### src/rtl/corrupt_channel.sv
// Channel-error injector for the RM(1,4) link: XORs each codeword with
// a none/fixed/LFSR-noise mask, optionally capped, and keeps BER stats.
`timescale 1ns/1ps
module corrupt_channel #(
  parameter int          WIDTH     = 16,
  parameter logic [31:0] LFSR_SEED = 32'hACE11234,
  parameter int          CNT_W     = 16,
  parameter int          CAP_W     = 5
) (
  input  logic             clk,
  input  logic             rst,
  input  logic             in_valid,
  output logic             in_ready,
  input  logic [WIDTH-1:0] in_data,
  input  logic [2:0]       mode,
  input  logic [WIDTH-1:0] pattern,
  input  logic [CAP_W-1:0] max_err,
  output logic             out_valid,
  input  logic             out_ready,
  output logic [WIDTH-1:0] out_data,
  output logic [WIDTH-1:0] err_mask,
  output logic [CAP_W-1:0] err_count,
  input  logic             clr_stats,
  output logic [CNT_W-1:0] total_words,
  output logic [CNT_W-1:0] total_flips
);

  localparam logic [31:0] SEED =
    (LFSR_SEED == 32'd0) ? 32'd1 : LFSR_SEED;
  localparam logic [31:0] POLY = 32'h80200003;
  localparam int SUM_W = ((CNT_W > CAP_W) ? CNT_W : CAP_W) + 1;
  localparam logic [SUM_W-1:0] CNT_MAX =
    SUM_W'({CNT_W{1'b1}});

  localparam logic [1:0] S_IDLE = 2'd0;
  localparam logic [1:0] S_GEN  = 2'd1;
  localparam logic [1:0] S_CAP  = 2'd2;
  localparam logic [1:0] S_OUT  = 2'd3;

  function automatic logic [CAP_W-1:0] popcnt(
    input logic [WIDTH-1:0] v
  );
    logic [CAP_W-1:0] c;
    c = '0;
    for (int i = 0; i < WIDTH; i++)
      c = c + CAP_W'(v[i]);
    return c;
  endfunction

  logic [1:0]       r_state;
  logic [31:0]      r_lfsr;
  logic [WIDTH-1:0] r_data;
  logic [WIDTH-1:0] r_mask;
  logic [CAP_W-1:0] r_errcnt;
  logic [CAP_W-1:0] r_maxerr;
  logic [2:0]       r_cnt;
  logic [CNT_W-1:0] r_words;
  logic [CNT_W-1:0] r_flips;

  logic [31:0]      w_lfsr_next;
  logic [WIDTH-1:0] w_rnd;
  logic [WIDTH-1:0] w_cap;
  logic [CAP_W-1:0] w_cap_n;
  logic             w_is_rand;
  logic             w_is_fix;
  logic             w_hs;
  logic [SUM_W-1:0] w_words_sum;
  logic [SUM_W-1:0] w_flips_sum;

  // WIDTH Galois steps per clock so every random word is fresh
  always_comb begin
    w_lfsr_next = r_lfsr;
    for (int i = 0; i < WIDTH; i++)
      w_lfsr_next = {1'b0, w_lfsr_next[31:1]} ^
                    (w_lfsr_next[0] ? POLY : 32'd0);
  end

  assign w_rnd = w_lfsr_next[WIDTH-1:0];

  // Keep the lowest-indexed max_err set bits; w_cap_n is their count
  always_comb begin
    w_cap   = '0;
    w_cap_n = '0;
    for (int i = 0; i < WIDTH; i++) begin
      if (r_mask[i] &&
          (r_maxerr == '0 || w_cap_n < r_maxerr)) begin
        w_cap[i] = 1'b1;
        w_cap_n  = w_cap_n + CAP_W'(1);
      end
    end
  end

  assign w_is_rand = (mode >= 3'd2) && (mode <= 3'd6);
  assign w_is_fix  = (mode == 3'd1);
  assign w_hs      = (r_state == S_OUT) && out_ready;

  always_ff @(posedge clk) begin
    if (!rst) begin
      r_state  <= S_IDLE;
      r_lfsr   <= SEED;
      r_data   <= '0;
      r_mask   <= '0;
      r_errcnt <= '0;
      r_maxerr <= '0;
      r_cnt    <= '0;
    end else begin
      r_lfsr <= w_lfsr_next;
      unique case (r_state)
        S_IDLE: begin
          if (in_valid) begin
            r_data   <= in_data;
            r_maxerr <= max_err;
            unique case (1'b1)
              w_is_rand: begin
                r_mask  <= '1;
                r_cnt   <= mode - 3'd1;
                r_state <= S_GEN;
              end
              w_is_fix: begin
                r_mask   <= pattern;
                r_errcnt <= popcnt(pattern);
                r_state  <= S_OUT;
              end
              default: begin
                r_mask   <= '0;
                r_errcnt <= '0;
                r_state  <= S_OUT;
              end
            endcase
          end
        end
        S_GEN: begin
          r_mask <= r_mask & w_rnd;
          r_cnt  <= r_cnt - 3'd1;
          if (r_cnt == 3'd1)
            r_state <= S_CAP;
        end
        S_CAP: begin
          r_mask   <= w_cap;
          r_errcnt <= w_cap_n;
          r_state  <= S_OUT;
        end
        S_OUT: begin
          if (out_ready)
            r_state <= S_IDLE;
        end
        default: r_state <= S_IDLE;
      endcase
    end
  end

  assign w_words_sum = SUM_W'(r_words) + SUM_W'(1);
  assign w_flips_sum = SUM_W'(r_flips) + SUM_W'(r_errcnt);

  // Clear beats a coincident handshake
  always_ff @(posedge clk) begin
    if (!rst || clr_stats) begin
      r_words <= '0;
      r_flips <= '0;
    end else if (w_hs) begin
      r_words <= (w_words_sum > CNT_MAX) ?
                 '1 : w_words_sum[CNT_W-1:0];
      r_flips <= (w_flips_sum > CNT_MAX) ?
                 '1 : w_flips_sum[CNT_W-1:0];
    end
  end

  assign in_ready    = rst && (r_state == S_IDLE);
  assign out_valid   = (r_state == S_OUT);
  assign out_data    = r_data ^ r_mask;
  assign err_mask    = r_mask;
  assign err_count   = r_errcnt;
  assign total_words = r_words;
  assign total_flips = r_flips;

endmodule
### config.mk
export PLATFORM = sky130hd
export DESIGN_NAME = corrupt_channel
export DESIGN_NICKNAME = d
export VERILOG_FILES = /design/src/rtl/corrupt_channel.sv
export SDC_FILE = /design/constraint.sdc
export NUM_CORES = 1
export LEC_CHECK = 0
export BUFFER_PORTS_ARGS = -buffer_cell sky130_fd_sc_hd__buf_2
export CORE_UTILIZATION = 45
export CTS_CLUSTER_DIAMETER = 80
export DETAILED_ROUTE_END_ITERATION = 7
export PLACE_DENSITY = 0.77
export SYNTH_ARGS = -nofsm -noshare
export SYNTH_HDL_FRONTEND = slang
export SYNTH_SLANG_ARGS = --single-unit
### constraint.sdc
create_clock -name clk -period 24.9 [get_ports clk]
set_input_delay 1.245 -clock clk [delete_from_list [all_inputs] [get_ports clk]]
set_output_delay 1.245 -clock clk [all_outputs]
set_load 0.02 [all_outputs]
==> results by group <==
Status
  • Status: finished, final reports clean

Worst setup path
  • Slowest stage delay, CP: 0.42 ns
  • Startpoint types: flop
  • R2r worst-path depth: 118
  • Worst R2R End: err_count[4]
  • Slowest cell on the critical path: or3_4
  • Critical path class: flop to flop
  • Worst-path fanout max: 7
  • Critical Path End Type: flop
  • FF-to-FF Start: r_maxerr[2]
  • WP data arrival: 24.12 ns
  • Flop2flop setup slack: 1.06 ns
  • CP dominant cell by count: a21o_1
  • Worst Path Required: 25.18 ns

Timing
  • Worst clock skew: 0.0150 ns
  • Final min period: 23.84 ns
  • Tightest Pin Transition: 1.18 ns
  • Final hold violations: 0
  • Sum Neg Setup Slack: 0 ns
  • Post-route clock period utilization: 0.957
  • Final setup viols: 0
  • Slew Viols, Final: 0
  • FMAX: 41.9 MHz
  • Max_slew headroom: 0.216

Cells and area
  • Fraction of layout cells with a size suffix above 1: 0.215
  • Ant. Diodes: 0
  • Layout area overhead: 17.1%
  • Final #Nets: 1391

Clocking
  • Worst skew pair latency: 0.38 ns
  • CTS Buffer Depth: 2
  • Clock sink count: 111
  • Hold buffer count at cts: 0
  • CTS tree: done
  • Total CTS buffers: 9
  • Root Driver: clkbuf_16
  • H-tree depth: 3
  • Clock transition at the registers of the reported paths: 0.08 ns

Drt
  • Total wire length: 26.2 mm
  • Via count: 9015
  • WL/cell: 17.2 microns
  • Number of remaining DRC errors: 0
  • DRT iter0 DRCs: 560
  • Vias per Instance: 5.92
  • Pre-antenna DRT Iters: 7
  • Post-route ant nets: 0

Floorplan
  • Die ar.: 21300 sq um
  • Die Y: 146 microns
  • IO Pins: 116
  • Chip Width: 146 microns
  • Core area: 20300 sq um
  • Row cnt: 52
  • Starting Density: 0.460

Worst hold path
  • Hold path cells: 2
  • HP Start: r_data[3]
  • Worst hold path type: flop to flop
  • Worst hold endpoint: r_data[3]

GRT
  • First-pass GRT wire length: 41.2 mm
  • Largest net degree at the start of global routing: 49
  • Initial antenna violation count: 0
  • Grt ovf: 0
  • GRT Total Usage: 0.238
  • Vias in the first global route: 8193

Synthesis
  • Count leader, synth: a21oi_1
  • Yosys cell types: 88
  • Post-synth EDFFs: 0
  • #FFs+latches synth: 111
  • Share of the synthesized area in the top cell type: 0.238
  • Synth warnings: 0
  • Top cells by area, synth: dfxtp_1 24%, ha_1 12%, a21oi_1 6.4%
  • Post-Synthesis Cells: 1134
  • Commonest cells post-synth: 120 x a21oi_1, 111 x dfxtp_1, 110 x nand2_1, 86 x ha_1, 63 x inv_1
  • Largest area contributor in the netlist: dfxtp_1
  • Ys flop type: dfxtp_1
  • Sequential fraction of the synthesis area: 0.238
  • Post-synth ARST share: 0
  • Cell Area, Synth: 9330 sq um
  • Average size of a mapped cell: 8.23 sq um

Placement
  • Routability cong.: 0.943
  • DPL Wire Length: 18.8 mm
  • Port Buffers: 115

Job
  • Max cap viols: 0
logic make-up after synthesis:
logic type | Yosys count | synth area share
xor+xnor | 102 | 0.114
compound gates | 336 | 0.247
buf+inv | 118 | 0.0490
simple gates | 350 | 0.191
other cells | 1 | 0.000402
flops | 111 | 0.238
fa+ha+maj | 97 | 0.139
mux | 19 | 0.0216
how the worst max path moves through the flow:
| stage | start | end | slack, ns | depth (start not counted) |
|---|---|---|---|---|
| after detailed placement | r_maxerr[2] | err_count[1] | -0.82 | 120 |
| after global routing | r_maxerr[2] | err_count[3] | -0.31 | 118 |
| final | r_maxerr[2] | err_count[4] | 1.06 | 118 |
| after floorplan | r_maxerr[2] | err_count[1] | 0.78 | 123 |
| after CTS | r_maxerr[2] | err_count[3] | 0.04 | 120 |
| after global placement | r_maxerr[2] | err_count[1] | -0.02 | 118 |
sequential cells by signal, summed over array words and instances, names as in the netlist:
name / flops
r_state: 2
r_maxerr: 5
r_lfsr: 32
err_mask: 16
err_count: 5
total_words: 16
total_flips: 16
r_data: 16
r_cnt: 3
metrics by stage:
step	instances	util	hold slack, ns	setup WS [ns]	instance area [sq um]
global placement	1482	0.500	0.449	-0.0239	10200
floorplan	1135	-	0.412	0.778	9330
CTS	1501	0.521	0.471	0.0360	10600
detailed placement	1482	0.500	0.450	-0.817	10200
finish	1524	0.538	0.469	1.06	10900
global route	1524	0.538	0.491	-0.308	10900
critical path, delay by kind of cell, from the launching register on:
family,cells,cell delay [ns]
buffers and inverters,7,0.58
xor gates and xnor gates,10,2.16
DFF,1,0.36
adders and majority gates,15,4.27
muxes,4,0.83
AOI/OAI and AO/OA,54,10.39
and+or+nand+nor,28,5.16
cell type report:
type | count | area (sq um)
multi-input combinational | 906 | 6920
tap | 270 | 338
fill | 1846 | 9380
inverter | 64 | 240
timing repair buffer | 157 | 891
clock buffer | 9 | 225
sequential | 111 | 2220
clock inverter | 7 | 88.8
repair_timing:
item	4_1_cts	5_1_grt
gates resized for setup	13	43
endpoints found under the setup margin	6	7
pin swaps	2	26
setup buffers	3	23
layer usage:
layer	global-route usage	share of wire
met2	0.391	0.46
met4	0.108	0.036
met1	0.314	0.45
met5	0	0
met3	0.0273	0.055
placed cells by master, fill, tap and decap left out, types with 6 or more instances in the layout:
master,netlist,routed
nand2b_1,25,25
a21oi_2,0,7
clkbuf_16,0,9
and3_1,25,25
buf_4,1,42
and2_1,28,23
or2_2,6,6
buf_2,2,115
a211oi_1,10,10
fa_1,11,11
o31a_1,6,6
a311oi_1,29,29
ha_1,86,85
mux2i_1,12,11
o21a_1,12,9
nor2b_1,14,14
nor2_1,53,52
o211ai_1,6,6
a31oi_1,8,6
nand4_1,21,21
o21ai_0,40,37
o221a_2,6,6
nand3_1,29,27
a21o_1,29,29
xor2_1,46,44
nand2_1,110,108
a21oi_1,120,112
inv_1,63,62
xnor2_1,42,39
nor3_1,17,15
dfxtp_1,111,110
Power is not shown: default switching activity piles up to over one toggle a cycle in this logic, so the estimate is an artifact.
